<file path="config.mk">
export PLATFORM = sky130hd
export DESIGN_NAME = spi_ram_writer_flat
export DESIGN_NICKNAME = d
export VERILOG_FILES = /design/src/rtl/spi_wb_pkg.sv /design/src/rtl/spi_ram_writer_if.sv /design/src/rtl/spi_sync.sv /design/src/rtl/spi_ram_writer.sv /design/src/flat_wrapper.sv
export SDC_FILE = /design/constraint.sdc
export NUM_CORES = 1
export LEC_CHECK = 0
export CORE_MARGIN = 2
export CORE_UTILIZATION = 39
export CTS_CLUSTER_DIAMETER = 60
export DETAILED_ROUTE_END_ITERATION = 6
export GPL_ROUTABILITY_DRIVEN = 0
export GPL_TIMING_DRIVEN = 0
export PLACE_DENSITY = 0.75
export SLEW_MARGIN = 25
export SYNTH_ARGS = -nofsm -noshare
export SYNTH_HDL_FRONTEND = slang
export SYNTH_SLANG_ARGS = --single-unit
</file>
<file path="constraint.sdc">
create_clock -name clk -period 4.12 [get_ports clk]
set_input_delay 0.824 -clock clk [delete_from_list [all_inputs] [get_ports clk]]
set_output_delay 0.824 -clock clk [all_outputs]
set_load 0.02 [all_outputs]
</file>
<file path="src/rtl/spi_wb_pkg.sv">
// Shared parameters, FSM encoding and pointer helper for the SPI-to-RAM frame writer.
package spi_wb_pkg;

  localparam int unsigned FRAME_W = 42;
  localparam int unsigned DEPTH   = 16;
  localparam int unsigned PTR_W   = 5;

  typedef enum logic [1:0] {
    StIdle  = 2'd0,
    StShift = 2'd1,
    StWrite = 2'd2
  } state_e;

  // Full when indices match but the wrap bits differ.
  function automatic logic ptr_full(input logic [PTR_W-1:0] wr, input logic [PTR_W-1:0] rd);
    return (wr[PTR_W-2:0] == rd[PTR_W-2:0]) && (wr[PTR_W-1] != rd[PTR_W-1]);
  endfunction

endpackage

</file>
<file path="src/rtl/spi_ram_writer_if.sv">
// SPI input pins, reader pointer and RAM port-A write bus of the frame writer.
interface spi_ram_writer_if #(
  parameter int unsigned FRAME_W = spi_wb_pkg::FRAME_W,
  parameter int unsigned PTR_W   = spi_wb_pkg::PTR_W
);

  logic               spi_sck;
  logic               spi_cs_n;
  logic               spi_mosi;
  logic [PTR_W-1:0]   rd_ptr;
  logic               ena;
  logic               wea;
  logic [PTR_W-1:0]   addra;
  logic [FRAME_W-1:0] dia;
  logic [PTR_W-1:0]   wr_ptr;
  logic               frame_done;
  logic               ovf;
  logic               short_err;

  modport master (
    output spi_sck, spi_cs_n, spi_mosi, rd_ptr,
    input  ena, wea, addra, dia, wr_ptr, frame_done, ovf, short_err
  );

  modport slave (
    input  spi_sck, spi_cs_n, spi_mosi, rd_ptr,
    output ena, wea, addra, dia, wr_ptr, frame_done, ovf, short_err
  );

endinterface

</file>
<file path="src/rtl/spi_sync.sv">
// Two-flop synchronizers for the SPI pins plus rising-edge detect on the synchronized sck.
module spi_sync (
  input  logic clk_i,
  input  logic rst_i,
  input  logic sck_i,
  input  logic cs_n_i,
  input  logic mosi_i,
  output logic sck_rise_o,
  output logic cs_n_o,
  output logic mosi_o
);

  logic [1:0] sck_q;
  logic [1:0] cs_n_q;
  logic [1:0] mosi_q;
  logic       sck_prev_q;

  always_ff @(posedge clk_i) begin
    if (rst_i) begin
      sck_q      <= 2'b00;
      cs_n_q     <= 2'b11;
      mosi_q     <= 2'b00;
      sck_prev_q <= 1'b0;
    end else begin
      sck_q      <= {sck_q[0], sck_i};
      cs_n_q     <= {cs_n_q[0], cs_n_i};
      mosi_q     <= {mosi_q[0], mosi_i};
      sck_prev_q <= sck_q[1];
    end
  end

  assign sck_rise_o = sck_q[1] & ~sck_prev_q;
  assign cs_n_o     = cs_n_q[1];
  assign mosi_o     = mosi_q[1];

endmodule

</file>
<file path="src/rtl/spi_ram_writer.sv">
// Deserializes SPI frames and commits each one to a circular RAM buffer through port A.
module spi_ram_writer #(
  parameter int unsigned FRAME_W = spi_wb_pkg::FRAME_W,
  parameter int unsigned DEPTH   = spi_wb_pkg::DEPTH
) (
  input logic             clk,
  input logic             rst,
  spi_ram_writer_if.slave bus
);

  import spi_wb_pkg::*;

  localparam int unsigned AW = $clog2(DEPTH);
  localparam int unsigned CW = $clog2(FRAME_W + 1);
  localparam logic [CW-1:0] LastBit = CW'(FRAME_W - 1);

  logic sck_rise, cs_n_s, mosi_s;

  spi_sync u_sync (
    .clk_i      (clk),
    .rst_i      (rst),
    .sck_i      (bus.spi_sck),
    .cs_n_i     (bus.spi_cs_n),
    .mosi_i     (bus.spi_mosi),
    .sck_rise_o (sck_rise),
    .cs_n_o     (cs_n_s),
    .mosi_o     (mosi_s)
  );

  state_e             state_q, state_d;
  logic [CW-1:0]      cnt_q, cnt_d;
  logic [FRAME_W-1:0] shreg_q, shreg_d;
  logic [PTR_W-1:0]   wr_ptr_q, wr_ptr_d;
  logic [1:0]         settle_q;
  logic               armed_q;
  logic               full, last_bit;

  logic               ena, wea, frame_done, ovf, short_err;
  logic [PTR_W-1:0]   addra;
  logic [FRAME_W-1:0] dia;

  assign full     = ptr_full(wr_ptr_q, bus.rd_ptr);
  assign last_bit = sck_rise && (cnt_q == LastBit);

  always_ff @(posedge clk) begin
    if (rst) begin
      state_q <= StIdle;
    end else begin
      state_q <= state_d;
    end
  end

  // Arming waits until the synchronizer holds real pin values and cs_n has been seen high,
  // so a chip select still low from before reset cannot start a frame.
  always_ff @(posedge clk) begin
    if (rst) begin
      cnt_q    <= '0;
      shreg_q  <= '0;
      wr_ptr_q <= '0;
      settle_q <= 2'b00;
      armed_q  <= 1'b0;
    end else begin
      cnt_q    <= cnt_d;
      shreg_q  <= shreg_d;
      wr_ptr_q <= wr_ptr_d;
      settle_q <= {settle_q[0], 1'b1};
      if (settle_q[1] && cs_n_s) armed_q <= 1'b1;
    end
  end

  always_comb begin
    state_d  = state_q;
    cnt_d    = cnt_q;
    shreg_d  = shreg_q;
    wr_ptr_d = wr_ptr_q;
    unique case (state_q)
      StIdle: begin
        if (!cs_n_s && armed_q) begin
          state_d = StShift;
          cnt_d   = '0;
          shreg_d = '0;
        end
      end
      StShift: begin
        // A completing edge wins over a simultaneous cs_n release.
        if (last_bit) begin
          state_d = StWrite;
          shreg_d = {shreg_q[FRAME_W-2:0], mosi_s};
          cnt_d   = cnt_q + 1'b1;
        end else if (cs_n_s) begin
          state_d = StIdle;
        end else if (sck_rise) begin
          shreg_d = {shreg_q[FRAME_W-2:0], mosi_s};
          cnt_d   = cnt_q + 1'b1;
        end
      end
      StWrite: begin
        if (!full) wr_ptr_d = wr_ptr_q + 1'b1;
        cnt_d   = '0;
        shreg_d = '0;
        if (cs_n_s) begin
          state_d = StIdle;
        end else begin
          state_d = StShift;
          if (sck_rise) begin
            cnt_d   = CW'(1);
            shreg_d = {{(FRAME_W-1){1'b0}}, mosi_s};
          end
        end
      end
      default: state_d = StIdle;
    endcase
  end

  always_comb begin
    ena        = 1'b0;
    wea        = 1'b0;
    addra      = '0;
    dia        = '0;
    frame_done = 1'b0;
    ovf        = 1'b0;
    short_err  = 1'b0;
    if (!rst) begin
      addra = {{(PTR_W-AW){1'b0}}, wr_ptr_q[AW-1:0]};
      unique case (state_q)
        StWrite: begin
          if (full) begin
            ovf = 1'b1;
          end else begin
            ena        = 1'b1;
            wea        = 1'b1;
            dia        = shreg_q;
            frame_done = 1'b1;
          end
        end
        StShift: short_err = !last_bit && cs_n_s && (cnt_q != '0);
        default: ;
      endcase
    end
  end

  assign bus.ena        = ena;
  assign bus.wea        = wea;
  assign bus.addra      = addra;
  assign bus.dia        = dia;
  assign bus.wr_ptr     = rst ? '0 : wr_ptr_q;
  assign bus.frame_done = frame_done;
  assign bus.ovf        = ovf;
  assign bus.short_err  = short_err;

endmodule

</file>
<file path="src/flat_wrapper.sv">
// flat-port wrapper written by rule: the top's interface ports become plain ports
module spi_ram_writer_flat import spi_wb_pkg::*;
#(
  parameter int unsigned FRAME_W = spi_wb_pkg::FRAME_W,
  parameter int unsigned DEPTH   = spi_wb_pkg::DEPTH
)
  (clk, rst, bus_spi_sck, bus_spi_cs_n, bus_spi_mosi, bus_rd_ptr, bus_ena, bus_wea, bus_addra, bus_dia, bus_wr_ptr, bus_frame_done, bus_ovf, bus_short_err);
  spi_ram_writer_if #(.FRAME_W(FRAME_W)) bus_i ();
  input logic clk;
  input logic rst;
  input wire logic [$bits(bus_i.spi_sck)-1:0] bus_spi_sck;
  input wire logic [$bits(bus_i.spi_cs_n)-1:0] bus_spi_cs_n;
  input wire logic [$bits(bus_i.spi_mosi)-1:0] bus_spi_mosi;
  input wire logic [$bits(bus_i.rd_ptr)-1:0] bus_rd_ptr;
  output wire logic [$bits(bus_i.ena)-1:0] bus_ena;
  output wire logic [$bits(bus_i.wea)-1:0] bus_wea;
  output wire logic [$bits(bus_i.addra)-1:0] bus_addra;
  output wire logic [$bits(bus_i.dia)-1:0] bus_dia;
  output wire logic [$bits(bus_i.wr_ptr)-1:0] bus_wr_ptr;
  output wire logic [$bits(bus_i.frame_done)-1:0] bus_frame_done;
  output wire logic [$bits(bus_i.ovf)-1:0] bus_ovf;
  output wire logic [$bits(bus_i.short_err)-1:0] bus_short_err;
  assign bus_i.spi_sck = bus_spi_sck;
  assign bus_i.spi_cs_n = bus_spi_cs_n;
  assign bus_i.spi_mosi = bus_spi_mosi;
  assign bus_i.rd_ptr = bus_rd_ptr;
  assign bus_ena = bus_i.ena;
  assign bus_wea = bus_i.wea;
  assign bus_addra = bus_i.addra;
  assign bus_dia = bus_i.dia;
  assign bus_wr_ptr = bus_i.wr_ptr;
  assign bus_frame_done = bus_i.frame_done;
  assign bus_ovf = bus_i.ovf;
  assign bus_short_err = bus_i.short_err;
  spi_ram_writer #(.FRAME_W(FRAME_W), .DEPTH(DEPTH)) u_core (.clk(clk), .rst(rst), .bus(bus_i));
endmodule
</file>
==> impl_metrics.toml <==
[status]
status = "completed"

[cts]
clock_path_buffers = 2
clk_pin_slew_worst_paths_ps = 60
clock-root-buffer = "clkbuf_8"
clock_latency_ps = 340
cts_tree = "built"
numCtsBuffers = 9
cts_max_level = 3
cts_num_sinks = 65
post_cts_buffers = 0

[detailed_routing]
wire_per_inst_um = 13.36
num_vias = 3114
via_per_inst = 5.314
drt_iter0_drc = 179
drc = 0
drtPass1Iterations = 4
antenna_left = 0
drt-total-wl_um = 7829

[sta]
final.period_utilization_pct = 94.52
hold_viol_final = 0
max_freq_mhz = 256.8
whs_ps = 429.5
fin_tns_setup_ps = 0
slew_violations = 0
rsz0062_at_grt = "false"
slew_headroom_pct = 45.24
tightest_slew_ps = 821.4
period_minus_slack_ps = 3894
finClkSkew_ps = 8.573
finalSetupViolCount = 0

[synth]
ys_top_cells_by_area = "dfxtp_1, a21oi_1, and2_1"
synth_top_cell_area_share_pct = 39.98
synthFlopType = "dfxtp_1"
ys_seq_area_share_pct = 39.98
synth_cell_types = 42
mappedNetlistArea_mm2 = 0.003254
ys_ff_latch = 65
ys.warnings.count = 0
syn_area_per_cell_um2 = 8.136
synthCells = 400
synth_fp_nets = 418
synth_edf_count = 0
yosys.area.top_type = "dfxtp_1"
synthArstFlopShare_pct = 0

[cells_and_area]
drive_above_1_share_pct = 7.692
fin_area_mm2 = 0.004242
mostFrequentLayoutCells = "clkdlybuf4s50_1, dfxtp_1, a21oi_1"
fin_nets = 494
fill_cells = 791
postLayoutCoreUtil_pct = 52.15
area_growth_pct = 30.33
diodes = 0

[setup_path]
cp_num_buf_inv = 4
cp.required_ps = 3300
crit_path_max_incr_delay_ps = 610
critPathTopFamily = "buffers and inverters"
startpoint = "rst"
worstSetupStartpointType = "input pin"
end_kind = "primary output"
r2r_start = "u_core.state_q[0]"
critPathArrivalTime_ps = 3070
crit_fanout = 10
crit_type = "input pin to primary output"
worstPathCellList = "clkdlybuf4s50_1 > inv_1 > nand2_1 > a21oi_4 > clkbuf_1 > and2_1 > clkdlybuf4s50_1"
cpMostUsedCell = "clkdlybuf4s50_1"
slowest_stage = "clkdlybuf4s50_1"

[pwr]
powerDensity_mw_per_mm2 = 312.0
max-vdd-ir-drop_v = 0.0001853
p_leak_nw = 1.435
p_total_w = 0.001324

[floorplan]
die_h_um = 95.35
io_pins = 67
start_util_pct = 40.01
die_x_um = 95.35
dieArea_mm2 = 0.009092
fp-row-count = 33
core_mm2 = 0.008134

[global_routing]
grt_max_degree = 13
grt_pass1_vias = 2738
grt_overflow_total = 0
track_usage_pct = 17.77
antenna_found_initial = 0
grt_pass1_wl_um = 12820

[placed_design]
numPortBuffers = 65
dpl-instance-area_mm2 = 0.004036
post-dp-hpwl_um = 5491

[min_path]
hold_path.class = "register to register"
hold_start = "u_core.u_sync.cs_n_q[0]"

[flow_run]
max_cap_viol_count = 0
## synth_stat cells, types with 3 or more instances
master    number
a21o_1         3
a21oi_1       55
a31oi_1        3
and2_1        43
buf_4          9
clkbuf_1      30
dfxtp_1       65
ha_1           8
inv_1         10
mux2_2         5
nand2_1       12
nand3_1        8
nand4_1       43
nor2_1         9
nor2b_1       12
nor3_1         6
o21ai_0       46
xor2_1         4
## through the flow
stage               worst slack (ps)  std cells
floorplan                       1159        400
global placement              -142.7        570
detailed placement            -137.6        570
CTS                            39.21        586
global route                   18.31        586
finish                         225.6        586
## registers in the layout, summed over array words and instances, names as in the netlist
signal / count
u_core.state_q: 2
u_core.u_sync.sck_prev_q: 1
u_core.cnt_q: 6
u_core.armed_q: 1
u_core.u_sync.sck_q: 2
u_core.settle_q: 2
u_core.u_sync.mosi_q: 2
u_core.u_sync.cs_n_q: 2
u_core.shreg_q: 42
u_core.wr_ptr_q: 5
## kinds of logic after synthesis
kind of cell / Yosys count / share of synthesized area [%]
AND/OR/NAND/NOR: 147 / 26.91
multiplexers: 5 / 1.730
buffers and inverters: 53 / 7.459
flip-flops: 65 / 39.98
other: 1 / 0.1152
AO/OA/AOI/OAI: 116 / 19.38
XOR/XNOR: 5 / 1.346
adder cells (fa/ha/maj): 8 / 3.076
## final timing paths
check / end / slack, ps / depth (start not counted)
worst max-delay path: bus_dia[30] / 230 / 7
worst min-delay path: u_core.u_sync.cs_n_q[1] / 430 / 1
worst max register to register: u_core.shreg_q[2] / 1910 / 6
worst min register to register: u_core.u_sync.cs_n_q[1] / 430 / 1
## cell type report
cell class / count / area, µm² / share of cell area, %
multi-input cells: 282 / 1727 / 40.71
well taps: 105 / 131.4 / 3.097
repair buffers: 65 / 650.6 / 15.34
plain buffers: 43 / 205.2 / 4.838
inverters: 10 / 37.54 / 0.8850
flip-flops and latches: 65 / 1301 / 30.68
clock buffers: 13 / 148.9 / 3.510
clock inverters: 3 / 40.04 / 0.9440
## routing by layer
metal	part of all wire [%]	track usage, %
met2	48	28.81
met4	1.3	7.729
met5	0	0
met1	45	23.14
met3	5.2	3.162
## power breakdown
part           leakage (nW)  total (W)  switching, W  internal, W
combinational         0.812   0.000159      0.000117    0.0000420
sequential            0.526   0.000639    0.00000411     0.000634
clock                0.0974   0.000526      0.000231     0.000295
## what timing repair did
action,4_1_cts,5_1_grt
gates resized for setup,1,2
pin swaps,0,0
hold buffers,0,0
setup endpoints to repair,42,42
No activity file was read; power rests on OpenSTA's default activity.
